## src/rtl/ram512_arbiter_if.sv

```systemverilog
// ram512_arbiter_if -- bundles the two requester ports, the shared response
// and the RAM-side signals of ram512_arbiter.
//   master : the environment (requesters plus the RAM that returns ram_out)
//   slave  : the arbiter itself
interface ram512_arbiter_if;
    logic        req0;
    logic        req1;
    logic        we0;
    logic        we1;
    logic [8:0]  addr0;
    logic [8:0]  addr1;
    logic [15:0] wdata0;
    logic [15:0] wdata1;
    logic        gnt0;
    logic        gnt1;
    logic        rvalid0;
    logic        rvalid1;
    logic [15:0] rdata;
    logic [8:0]  ram_addr;
    logic [15:0] ram_in;
    logic        ram_load;
    logic [15:0] ram_out;

    modport master (
        output req0, req1, we0, we1, addr0, addr1, wdata0, wdata1, ram_out,
        input  gnt0, gnt1, rvalid0, rvalid1, rdata, ram_addr, ram_in, ram_load
    );

    modport slave (
        input  req0, req1, we0, we1, addr0, addr1, wdata0, wdata1, ram_out,
        output gnt0, gnt1, rvalid0, rvalid1, rdata, ram_addr, ram_in, ram_load
    );
endinterface

```

## src/rtl/ram512_arbiter.sv

```systemverilog
// ram512_arbiter -- two requesters sharing one 512x16 single-port RAM.
// Each access takes an ACCESS cycle (gnt pulse, RAM driven) followed by a
// RESP cycle (rvalid pulse, read data presented); back-to-back accesses run
// at one per two cycles.
// Build option: define RAM512_ARB_FIXED_PRIO_EN for fixed priority
// (requester 0 wins ties); the default build arbitrates round-robin.
module ram512_arbiter (
    input  logic            clk,
    input  logic            rst_n,
    ram512_arbiter_if.slave bus
);

    typedef enum logic [1:0] {
        IDLE   = 2'd0,
        ACCESS = 2'd1,
        RESP   = 2'd2
    } state_t;

    state_t      state;
    state_t      next_state;

    logic        winner;
    logic        lat_we;
    logic [8:0]  lat_addr;
    logic [15:0] lat_wdata;
    logic [15:0] rdata_q;

    logic        any_req;
    logic        tie_pick;
    logic        pick;
    logic        arb_now;

`ifndef RAM512_ARB_FIXED_PRIO_EN
    logic        last_winner;
`endif

    // Decide who would win an arbitration taking place at the coming edge
    always_comb begin
        any_req = bus.req0 | bus.req1;
`ifdef RAM512_ARB_FIXED_PRIO_EN
        tie_pick = 1'b0;
`else
        tie_pick = ~last_winner;
`endif
        if (bus.req0 && bus.req1) begin
            pick = tie_pick;
        end else begin
            pick = bus.req1;
        end
        arb_now = any_req && (state != ACCESS);
    end

    // State register; reset forces IDLE at once so ram_load drops asynchronously
    always_ff @(posedge clk or negedge rst_n) begin
        if (!rst_n) begin
            state <= IDLE;
        end else begin
            state <= next_state;
        end
    end

    // Next state: requests are ignored while the RAM is being accessed
    always_comb begin
        next_state = state;
        case (state)
            IDLE:    next_state = any_req ? ACCESS : IDLE;
            ACCESS:  next_state = RESP;
            RESP:    next_state = any_req ? ACCESS : IDLE;
            default: next_state = IDLE;
        endcase
    end

    // Handshake pulses and RAM write enable decoded from the current state
    always_comb begin
        bus.gnt0     = 1'b0;
        bus.gnt1     = 1'b0;
        bus.rvalid0  = 1'b0;
        bus.rvalid1  = 1'b0;
        bus.ram_load = 1'b0;
        case (state)
            ACCESS: begin
                bus.gnt0     = ~winner;
                bus.gnt1     = winner;
                bus.ram_load = lat_we;
            end
            RESP: begin
                bus.rvalid0 = ~winner;
                bus.rvalid1 = winner;
            end
            default: ;
        endcase
    end

    // Latch the winner's command on arbitration and capture read data after ACCESS
    always_ff @(posedge clk or negedge rst_n) begin
        if (!rst_n) begin
            winner    <= 1'b0;
            lat_we    <= 1'b0;
            lat_addr  <= 9'd0;
            lat_wdata <= 16'd0;
            rdata_q   <= 16'd0;
        end else begin
            if (arb_now) begin
                winner    <= pick;
                lat_we    <= pick ? bus.we1    : bus.we0;
                lat_addr  <= pick ? bus.addr1  : bus.addr0;
                lat_wdata <= pick ? bus.wdata1 : bus.wdata0;
            end
            if (state == ACCESS) begin
                rdata_q <= bus.ram_out;
            end
        end
    end

`ifndef RAM512_ARB_FIXED_PRIO_EN
    // Remember the last granted requester; reset value 1 lets requester 0 win the first tie
    always_ff @(posedge clk or negedge rst_n) begin
        if (!rst_n) begin
            last_winner <= 1'b1;
        end else if (arb_now) begin
            last_winner <= pick;
        end
    end
`endif

    assign bus.rdata    = rdata_q;
    assign bus.ram_addr = lat_addr;
    assign bus.ram_in   = lat_wdata;

endmodule

```

## src/flat_wrapper.sv

```systemverilog
// flat-port wrapper written by rule: the top's interface ports become plain ports
module ram512_arbiter_flat 
  (clk, rst_n, bus_req0, bus_req1, bus_we0, bus_we1, bus_addr0, bus_addr1, bus_wdata0, bus_wdata1, bus_ram_out, bus_gnt0, bus_gnt1, bus_rvalid0, bus_rvalid1, bus_rdata, bus_ram_addr, bus_ram_in, bus_ram_load);
  ram512_arbiter_if bus_i ();
  input  logic clk;
  input  logic rst_n;
  input wire logic [$bits(bus_i.req0)-1:0] bus_req0;
  input wire logic [$bits(bus_i.req1)-1:0] bus_req1;
  input wire logic [$bits(bus_i.we0)-1:0] bus_we0;
  input wire logic [$bits(bus_i.we1)-1:0] bus_we1;
  input wire logic [$bits(bus_i.addr0)-1:0] bus_addr0;
  input wire logic [$bits(bus_i.addr1)-1:0] bus_addr1;
  input wire logic [$bits(bus_i.wdata0)-1:0] bus_wdata0;
  input wire logic [$bits(bus_i.wdata1)-1:0] bus_wdata1;
  input wire logic [$bits(bus_i.ram_out)-1:0] bus_ram_out;
  output wire logic [$bits(bus_i.gnt0)-1:0] bus_gnt0;
  output wire logic [$bits(bus_i.gnt1)-1:0] bus_gnt1;
  output wire logic [$bits(bus_i.rvalid0)-1:0] bus_rvalid0;
  output wire logic [$bits(bus_i.rvalid1)-1:0] bus_rvalid1;
  output wire logic [$bits(bus_i.rdata)-1:0] bus_rdata;
  output wire logic [$bits(bus_i.ram_addr)-1:0] bus_ram_addr;
  output wire logic [$bits(bus_i.ram_in)-1:0] bus_ram_in;
  output wire logic [$bits(bus_i.ram_load)-1:0] bus_ram_load;
  assign bus_i.req0 = bus_req0;
  assign bus_i.req1 = bus_req1;
  assign bus_i.we0 = bus_we0;
  assign bus_i.we1 = bus_we1;
  assign bus_i.addr0 = bus_addr0;
  assign bus_i.addr1 = bus_addr1;
  assign bus_i.wdata0 = bus_wdata0;
  assign bus_i.wdata1 = bus_wdata1;
  assign bus_i.ram_out = bus_ram_out;
  assign bus_gnt0 = bus_i.gnt0;
  assign bus_gnt1 = bus_i.gnt1;
  assign bus_rvalid0 = bus_i.rvalid0;
  assign bus_rvalid1 = bus_i.rvalid1;
  assign bus_rdata = bus_i.rdata;
  assign bus_ram_addr = bus_i.ram_addr;
  assign bus_ram_in = bus_i.ram_in;
  assign bus_ram_load = bus_i.ram_load;
  ram512_arbiter u_core (.clk(clk), .rst_n(rst_n), .bus(bus_i));
endmodule
```

## config.mk

```make
export PLATFORM = sky130hd
export DESIGN_NAME = ram512_arbiter_flat
export DESIGN_NICKNAME = d
export VERILOG_FILES = /design/src/rtl/ram512_arbiter_if.sv /design/src/rtl/ram512_arbiter.sv /design/src/flat_wrapper.sv
export SDC_FILE = /design/constraint.sdc
export NUM_CORES = 1
export LEC_CHECK = 0
export CAP_MARGIN = 20
export CORE_UTILIZATION = 36
export CTS_BUF_LIST = sky130_fd_sc_hd__clkbuf_4 sky130_fd_sc_hd__clkbuf_8
export DETAILED_ROUTE_END_ITERATION = 6
export GPL_TIMING_DRIVEN = 0
export PLACE_DENSITY = 0.78
export SLEW_MARGIN = 10
export SYNTH_ARGS = -nofsm -noshare
export SYNTH_HDL_FRONTEND = slang
export SYNTH_SLANG_ARGS = --single-unit
```

## constraint.sdc

```tcl
create_clock -name clk -period 1.3 [get_ports clk]
set_input_delay 0.26 -clock clk [delete_from_list [all_inputs] [get_ports clk]]
set_output_delay 0.26 -clock clk [all_outputs]
set_load 0.02 [all_outputs]
```

==> flow_summary.yaml <==
global_routing:
  grt_max_degree: 36
  grt_pass1_vias: 2148
  track_usage_pct: 21.2
  grt_first_pass_wirelength_mm: 10.3
  grt_overflow: 0
  antenna_found_initial: 0
critical_path:
  critPathArrivalTime_ps: 1250
  crit_path_end_kind: "output port"
  crit_path_max_fanout: 4
  crit_required_ps: 1040
  critPathKind: "reg2out"
  r2r_slack_ps: -170
  cp-start-kind: "flop"
pwr:
  p_sw_share_pct: 36.6
  irDropWorstVdd_uv: 672
  clockPowerShare_pct: 16.9
  switchingPower_mw: 1.97
  cellLeakagePower_nw: 1.76
  combPwrFrac_pct: 46.1
  intPower_mw: 3.42
  p_per_area_mw_per_mm2: 1330
  sequentialPowerShare_pct: 37.0
synth:
  synthTopCellsByArea: "dfrtp_1, nand2_1, a31oi_2"
  synth-edff-count: 0
  synthesis.area_mm2: 0.00216
  yosys.area.top_type_share_pct: 52.2
  yosys_warnings: 0
  yosysTopAreaCell: "dfrtp_1"
  avgSynthCellArea_um2: 9.29
  synthArstFlopShare_pct: 100
  synth-seq-cells: 46
  syn-num-nets: 304
  synth_ff_type: "dfrtp_1"
  ys_seq_area_share_pct: 53.5
  synth_cell_types: 22
  syn_inst: 232
cells_and_area:
  num_antenna_cells: 0
  fin_cells: 445
  layout-drive-gt1-share_pct: 27.6
  final_util_pct: 71.7
  layout.nets: 444
  area_growth_pct: 87.8
  mostFrequentLayoutCell: "nand2_1"
  final_cell_mix: "nand2_1, clkdlybuf4s50_1, dfrtp_1"
die:
  ios: 118
  coreArea_mm2: 0.00564
  die_width_um: 79.4
  die_y_um: 79.4
  die_area_mm2: 0.00630
  rows: 27
  start_util_pct: 38.2
place:
  dpl_worst_slack_ps: -684
  gp_congestion: 0.727
  placed_cells: 422
  post-dp-hpwl_mm: 4.34
  port-buffer-count: 117
timing:
  hold_ws_ps: 387
  hold_violations: 0
  skew_ps: 5.54
  slew_headroom_pct: 71.3
  min_period_ps: 1510
  max_freq_mhz: 664
  rsz0062_at_grt: "true"
  fin_crit_sh_pct: 116
  slew_violations: 0
  worst_slack_ps: -207
  worst_pin_slew_ps: 431
  finalSetupViolCount: 33
drt:
  routed_wl_mm: 6.33
  drtAntennaViolNets: 0
  dr.pass1.iters: 4
  vias: 2122
  vias_per_cell: 4.77
  drt_iter0_drc: 50
  wire_per_inst_um: 14.2
  drc: 0
hold_path:
  hold_path.class: "in2async"
run_status:
  status: "finished, violations left"
  violations: "setup timing"
cts:
  ctsRootBufferMaster: "clkbuf_8"
  numClockSinks: 46
  insertion_delay_ps: 290
  cts_tree: "built"
  cts_buffers: 5
  path_clk_slew_ps: 90
  htree_levels: 2
  clk_path_buf_depth: 2
flow_run:
  maxCapViolCount: 0
[worst paths after layout]
kind                                startpoint                     end  cells after the start
max                            u_core.state[1]            bus_ram_load                      5
min                                      rst_n  u_core.bus.ram_addr[0]                      2
max reg2reg                    u_core.state[1]    u_core.bus.ram_in[6]                      7
min reg2reg                u_core.bus.rdata[8]     u_core.bus.rdata[8]                      2
max in group asynchronous                rst_n      u_core.last_winner                      3
min in group clk           u_core.bus.rdata[8]     u_core.bus.rdata[8]                      2
[through the flow]
step	TNS [ps]	power, mW	area (µm²)
2_1_floorplan	-46.8	3.08	2170
3_3_place_gp	-72740	4.14	3430
3_5_place_dp	-16190	4.20	3450
4_1_cts	-3620	5.23	3870
5_1_grt	-6540	5.70	4050
6_report	-4480	5.40	4050
[kinds of logic (layout without fill, tap and decap cells)]
family	after synthesis	in the layout	share of synthesized area [%]
simple gates	109	109	20.0
flops	46	46	53.5
buf+inv	21	162	5.57
compound gates	56	56	21.0
[cell usage after synthesis, types with 2 or more instances]
master	count
nand2_1	100
buf_2	6
dfrtp_1	45
nor3b_1	2
buf_6	4
inv_1	3
a21oi_1	26
clkbuf_1	6
a31oi_1	8
a31oi_2	18
o22ai_2	2
nor2_1	2
[power by group through the flow]
stage	registers, mW	logic, mW	clock network, mW
after floorplan	2.38	0.702	0
after global placement	1.97	2.17	0
after detailed placement	2.00	2.20	0
after CTS	1.98	2.32	0.937
after global routing	2.04	2.67	0.995
final	2.00	2.49	0.909
[sequential cells by signal, summed over array words and instances (netlist names)]
name / count
u_core.bus.rdata: 16
u_core.lat_we: 1
u_core.bus.ram_in: 16
u_core.bus.ram_addr: 9
u_core.last_winner: 1
u_core.winner: 1
u_core.state: 2
[area by class of cell]
| type | instances | area [µm²] |
|---|---|---|
| buffer | 16 | 188 |
| fill | 417 | 1590 |
| sequential | 46 | 1150 |
| timing repair buffer | 135 | 1340 |
| tap | 72 | 90.1 |
| multi-input combinational | 165 | 1170 |
| clock buffer | 7 | 90.1 |
| inverter | 3 | 13.8 |
| clock inverter | 1 | 5.00 |
[repair_timing]
item / CTS / global route
pin swaps: 3 / 4
setup buffers: 11 / 3
endpoints found under the setup margin: 86 / 64
endpoints found under the hold margin: 11 / 0
gates resized for setup: 128 / 55
hold buffers: 1 / 0
cloned: 2 / 0
[per-layer routing]
metal  wire length, µm  up-vias  GRT usage (%)
li1                  -     1049              -
met1              2590      986           24.9
met2              3140       81           37.0
met3               557        6           7.77
met4                53        0           4.55
met5                 0        -              0
[critical path, stage by stage, from the launching register on]
cell	delay [ps]
dfrtp_1	400
nand2b_4	180
inv_4	60
buf_6	90
and2_4	120
buf_6	110
Note: power is estimated with default switching activity, not from simulation.
